## src/rtl/seg_scan_decoder.sv

```systemverilog
// Receive side of the 8-digit multiplexed 7-segment scan bus: samples seg_d/seg_com,
// filters each digit dwell for stability, decodes back to BCD and reassembles frames.
module seg_scan_decoder #(
  parameter int STABLE_CNT = 4,
  parameter int TO_W       = 20
) (
  input  logic        clk,
  input  logic        rst,
  input  logic [7:0]  seg_d,
  input  logic [7:0]  seg_com,
  output logic [31:0] bcd8d,
  output logic [7:0]  dots,
  output logic        frame_valid,
  output logic        frame_err,
  output logic        com_err,
  output logic        stale
);

  localparam logic [3:0]      CNT_MAX = 4'(STABLE_CNT);
  localparam logic [3:0]      CNT_HIT = 4'(STABLE_CNT - 1);
  localparam logic [TO_W-1:0] TO_MAX  = '1;

  logic [7:0]      s_d, s_com, p_d, p_com;
  logic [3:0]      cnt;
  logic [31:0]     shadow;
  logic [7:0]      shadow_dot;
  logic [7:0]      mask;
  logic            err_acc;
  logic [TO_W-1:0] to_cnt;

  logic       com_zero, com_onehot, same, latch, commit, to_hit, dec_err;
  logic [2:0] idx;
  logic [3:0] dec_val;

  always_comb begin
    com_zero   = (s_com == 8'h00);
    com_onehot = !com_zero && ((s_com & (s_com - 8'd1)) == 8'h00);
    same       = ({s_d, s_com} == {p_d, p_com});
    latch      = com_onehot && same && (cnt == CNT_HIT);
    commit     = (mask == 8'hFF);
    // saturation takes effect on the edge where the counter reaches all-ones
    to_hit     = !commit && (to_cnt == TO_MAX - 1'b1);
    idx = 3'd0;
    for (int i = 0; i < 8; i++) begin
      if (s_com[i]) idx = 3'(i);
    end
    dec_err = 1'b0;
    unique case (s_d[6:0])
      7'h3f:   dec_val = 4'd0;
      7'h06:   dec_val = 4'd1;
      7'h5b:   dec_val = 4'd2;
      7'h4f:   dec_val = 4'd3;
      7'h66:   dec_val = 4'd4;
      7'h6d:   dec_val = 4'd5;
      7'h7d:   dec_val = 4'd6;
      7'h27:   dec_val = 4'd7;
      7'h7f:   dec_val = 4'd8;
      7'h6f:   dec_val = 4'd9;
      7'h00:   dec_val = 4'hF;
      default: begin
        dec_val = 4'hE;
        dec_err = 1'b1;
      end
    endcase
  end

  always_ff @(posedge clk or negedge rst) begin
    if (!rst) begin
      s_d         <= '0;
      s_com       <= '0;
      p_d         <= '0;
      p_com       <= '0;
      cnt         <= '0;
      shadow      <= '0;
      shadow_dot  <= '0;
      mask        <= '0;
      err_acc     <= 1'b0;
      to_cnt      <= '0;
      bcd8d       <= '0;
      dots        <= '0;
      frame_valid <= 1'b0;
      frame_err   <= 1'b0;
      com_err     <= 1'b0;
      stale       <= 1'b0;
    end else begin
      s_d   <= seg_d;
      s_com <= seg_com;
      p_d   <= s_d;
      p_com <= s_com;

      if (!com_onehot || !same) cnt <= '0;
      else if (cnt < CNT_MAX)   cnt <= cnt + 4'd1;

      com_err <= !com_zero && !com_onehot;

      if (latch) begin
        shadow[{idx, 2'b00} +: 4] <= dec_val;
        shadow_dot[idx]           <= s_d[7];
      end

      // a latch coinciding with commit/timeout seeds the next frame
      if (commit || to_hit) begin
        mask    <= latch ? s_com : 8'h00;
        err_acc <= latch && dec_err;
      end else if (latch) begin
        mask    <= mask | s_com;
        err_acc <= err_acc | dec_err;
      end

      frame_valid <= commit;
      if (commit) begin
        bcd8d     <= shadow;
        dots      <= shadow_dot;
        frame_err <= err_acc;
        to_cnt    <= '0;
        stale     <= 1'b0;
      end else begin
        if (to_cnt != TO_MAX) to_cnt <= to_cnt + 1'b1;
        if (to_hit)           stale  <= 1'b1;
      end
    end
  end

endmodule
```

## config.mk

```make
export PLATFORM = sky130hd
export DESIGN_NAME = seg_scan_decoder
export DESIGN_NICKNAME = d
export VERILOG_FILES = /design/src/rtl/seg_scan_decoder.sv
export SDC_FILE = /design/constraint.sdc
export NUM_CORES = 1
export LEC_CHECK = 0
export ABC_CLOCK_PERIOD_IN_PS = 4160
export CORE_ASPECT_RATIO = 1.5
export CORE_UTILIZATION = 50
export DETAILED_ROUTE_END_ITERATION = 6
export PLACE_DENSITY = 0.77
export SLEW_MARGIN = 30
export SYNTH_ARGS = -nofsm -noshare
export SYNTH_HDL_FRONTEND = slang
export SYNTH_SLANG_ARGS = --single-unit
```

## constraint.sdc

```tcl
create_clock -name clk -period 4.16 [get_ports clk]
set_input_delay 0.416 -clock clk [delete_from_list [all_inputs] [get_ports clk]]
set_output_delay 0.416 -clock clk [all_outputs]
set_load 0.01 [all_outputs]
```

### Yosys cells after proc, flatten, opt, wreduce, memory -nomap -nowiden

Cells that the tools add are included.

| word-level totals | value |
|---|---|
| register bits after elaboration | 149 |
| output and inout bits | 44 |
| word-level logic and storage cells | 88 |

| operators by class | value |
|---|---|
| add/subtract/negate cells | 4 |
| order comparisons | 3 |
| eq/ne operators | 15 |
| shifts and indexed selects | 2 |
| multiplexer cells | 24 |
| bitwise operators | 3 |
| reductions and logical operators | 21 |

Operators with widths:

| operator | count |
|---|---|
| $eq 7x7->1 const B | 7 |
| $pmux 4 s11 | 1 |
| $mux 20 | 2 |
| $bwmux 32 | 1 |
| $shift 4x7->32 const A | 1 |
| $shiftx 4x7->32 | 1 |
| $mux 8 | 3 |
| $add 20x1->20 const B | 1 |
| $eq 20x20->1 const B | 1 |
| $ne 20x20->1 const B | 1 |
| $eq 16x16->1 | 1 |
| $logic_not 8->1 | 2 |
| $mux 3 | 5 |
| $eq 7x6->1 const B | 2 |
| $reduce_or 11->1 | 1 |
| $and 8x8->8 | 1 |
| $bwmux 8 | 1 |
| $eq 8x8->1 const B | 1 |
| $mux 4 | 2 |
| $or 8x8->8 | 1 |
| $reduce_bool 2->1 | 4 |
| $sub 8x1->8 const B | 1 |
| $eq 7x3->1 const B | 1 |
| $logic_and 1x1->1 | 7 |
| 13 further kinds | 23 |

### Logic depth before layout (Yosys ltp)

| logic depth | value |
|---|---|
| depth after elaboration | 12 |
| gate-level depth with buffers | 11 |
| mapped depth without buffers | 10 |

### Worst setup path before layout

Ideal clock, no wire load.

| timing | value |
|---|---|
| path kind | reg-to-reg |
| start point | register s_com[1] |
| end point | register shadow[10] |
| setup time | 0.125 ns |
| arrival time | 2.858 ns |
| slack | 1.177 ns |
| cell stages (with the launch flop) | 12 |
| buffers on the path | 2 |
| path through | dfrtp_1 -> clkbuf_1 -> nor2b_1 -> o21ai_1 -> nand2_1 -> inv_1 -> ha_1 -> ha_1 -> or4_1 -> or4_1 -> buf_2 -> mux2_4 |

| between the ends | value |
|---|---|
| cells in the longest elaborated chain, start to end | 10 |
| elaborated cells on any way between the ends | 20 |

RTL lines:

| element | RTL line | source |
|---|---|---|
| start, declared | 23 | `logic [7:0] s_d, s_com, p_d, p_com;` |
| start signal, assigned | 87 | `s_com <= seg_com;` |
| $mux 1 | 45 | `if (s_com[i]) idx = 3'(i);` |
| $mux 2 | 45 |  |
| $mux 3 (5 in series) | 45 |  |
| $neg 5->7 | 97 | `shadow[{idx, 2'b00} +: 4] <= dec_val;` |
| $shiftx 4x7->32 or $shift 4x7->32 (tied branches) | 97 |  |
| $bwmux 32 | 97 |  |
| end signal, assigned by index | 97 |  |
| end, declared | 25 | `logic [31:0] shadow;` |

Parallel ways exist; a longest one is shown, timed or not.
A chain may end at the register's enable or synchronous reset.

### Final worst setup path

| timing | value |
|---|---|
| start point | register s_com[1] |
| end point | register shadow[9] |

The elaborated chain is that of the path after synthesis.

==> qor.txt <==
# Max-Cap Violations = 0
Starting density of the core = 51.9%
Slew HR = 45.9%
Total power = 3.13 mW
CTS Hold Buffers Added = 0
IO buf count = 61
Pre-antenna DRT Iters = 4
Drt drc = 0
Placed cell area = 6990 um^2
Routed vias = 3985
Crit path DAT = 3420 ps
DR WL/cell = 16.7 um
Skew final = 8.11 ps
Startpoint types = register
Fin nets = 579
Vias in the first global route = 4197
Post-synth EDFFs = 0
Worst IR Drop VDD = 0.000291 V
Antenna-violating nets left = 0
PwrDens = 411 nW/um^2
First-pass GRT wire length = 21000 um
Reg clk slew, reported paths = 60 ps
Met3 WL = 408 um
Global Route Usage Sum = 20.9%
Post-DP HPWL = 8250 um
Worst path required time = 4450 ps
Status = completed
Final Non-Filler Cells = 720
Final period util = 75.1%
RSZ-0062 raised after global routing = false
Yosys cell types = 51
Routability cong. = 0.881
Synthesis-to-finish area growth = 21.7%
Fin crit period = 3120 ps
Initial antenna violation count = 0
Synth Flop Type = dfrtp_1
Grt ovf = 0
Clk buf depth = 2
Max Freq = 0.320 GHz
Final Hold Slack = 26.9 ps
Die height = 139 um
Number of buffers and inverters on the critical path = 1
Mapped Avg Cell Area = 12.7 um^2
Sequential area share after synthesis = 59.5%
Post-Place Worst Slack = 1030 ps
Final worst setup slack = 1040 ps
Synthesis-stage register bit count = 149
CTS H-tree depth = 4
Post-CTS setup buffer count = 0
Post-Synthesis Cell Area = 6260 um^2
Core box area = 12100 um^2
Drt total wl = 12000 um
Synth warn = 0
Largest net degree at the start of global routing = 88
Worst path max stage delay = 650 ps
Crit-path slowest cell = or4_1
Yosys top cell area share = 59.5%
CTS-repair resized insts = 0
Clock Latency Late Sink = 420 ps
Dominant cells by area after synthesis = dfrtp_1 (60%), mux2_2 (9.2%), xnor2_1 (3.8%)
# placed instances = 688
Final Max Tran Viols = 0
Synth area leader = dfrtp_1
Worst Setup Path Type = reg2reg
Syn nets = 518
CP endpoint kind = register
CP Cell Sequence = nor2b_1 > o21ai_1 > nand2_1 > inv_1 > ha_1 > ha_1 > or4_1 > or4_1 > mux2_4
Die area = 13000 um^2
Worst-path fanout max = 9
Top Metal Used = met4
Row count = 49
Vias per inst = 5.53
Wl on met1 = 4910 um
Crit-path leading delay family = simple AND/OR/NAND/NOR gates
Clock Tree Root = clkbuf_16
Worst min path class = in2async
Ys async rst share = 100%
I/O Pins = 62
Total CTS buffers = 17
Clock Sinks = 149
Post-Synthesis Cells = 494
CTS tree = yes
Final setup TNS = 0 ps
Diodes inserted = 0
Share of layout cells above drive strength 1 = 17.1%
Final Instance Area = 7620 um^2
Hold Fails Final Rpt = 0
Commonest non-fill, non-tap cell in the layout = dfrtp_1
Commonest non-fill, non-tap cells in the layout = dfrtp_1 (149), clkdlybuf4s50_1 (60), mux2_2 (51), nor2_1 (38), xnor2_1 (27)
Leakage = 3.57 nW
Setup violators final = 0
Met2 WL = 6390 um
Starting DRC count in detailed routing = 185
Die Width = 93.4 um
Util after Layout = 63.1%
Worst-Margin Slew = 803 ps
-- cell type report --
class / count / area, um^2
clock buffers: 23 / 478
clock inverters: 8 / 124
fillers: 926 / 4460
inverters: 16 / 60.1
multi-input cells: 306 / 2380
flip-flops and latches: 149 / 3730
well taps: 153 / 191
repair buffers: 65 / 662
-- synthesized netlist by cell type (8+ instances only) --
library cell / number
xor2_1: 9
inv_1: 16
dfrtp_1: 149
nand4_1: 11
mux2_1: 18
xnor2_1: 27
nand2_1: 25
nor3_1: 12
nand3_1: 13
clkbuf_1: 14
mux2_2: 51
a21oi_1: 9
mux2i_1: 8
nor2_1: 39
-- power breakdown --
part / switching (mW) / internal, mW / leakage (nW)
Clock: 0.557 / 0.986 / 0.289
Sequential: 0.0256 / 1.47 / 1.99
Combinational: 0.0559 / 0.0412 / 1.29
-- cell families after synthesis --
family / Yosys count / synth area share [%]
adders and majority gates: 7 / 1.36
buffers and inverters: 39 / 2.66
muxes: 81 / 14.6
AOI/OAI and AO/OA: 29 / 3.46
DFF: 149 / 59.5
xor gates and xnor gates: 36 / 5.03
and+or+nand+nor: 153 / 13.3
-- registers in the layout (all words and copies together) (netlist names), 4 cells and up --
name and flops:
shadow 32, p_com 8, s_com 8, bcd8d 32, to_cnt 20, mask 8
shadow_dot 8, s_d 8, cnt 4, dots 8, p_d 8
-- worst reg2reg max path: cells and delay by family, from the launching register on --
kind / cells / cell delay [ps]
simple gates: 4 / 1540
flops: 1 / 530
fa+ha+maj: 2 / 440
mux: 1 / 350
buf+inv: 1 / 80
compound gates: 1 / 60
-- worst paths after layout --
check	slack, ps	end	from	cells past startpoint
max	1040	shadow[9]	s_com[1]	9
min	30	bcd8d[5]	rst	1
max reg2reg	1040	shadow[9]	s_com[1]	9
min reg2reg	470	mask[6]	mask[6]	2
max in group asynchronous	3130	p_com[3]	rst	2
min in group clk	440	s_com[6]	seg_com[6]	1
-- per-layer routing --
layer / GRT usage [%] / up-vias
met2: 34.9 / 96
met5: 0 / -
li1: - / 1851
met1: 25.7 / 2019
met4: 8.91 / 0
met3: 4.99 / 19
(Power assumes the default switching activity.)
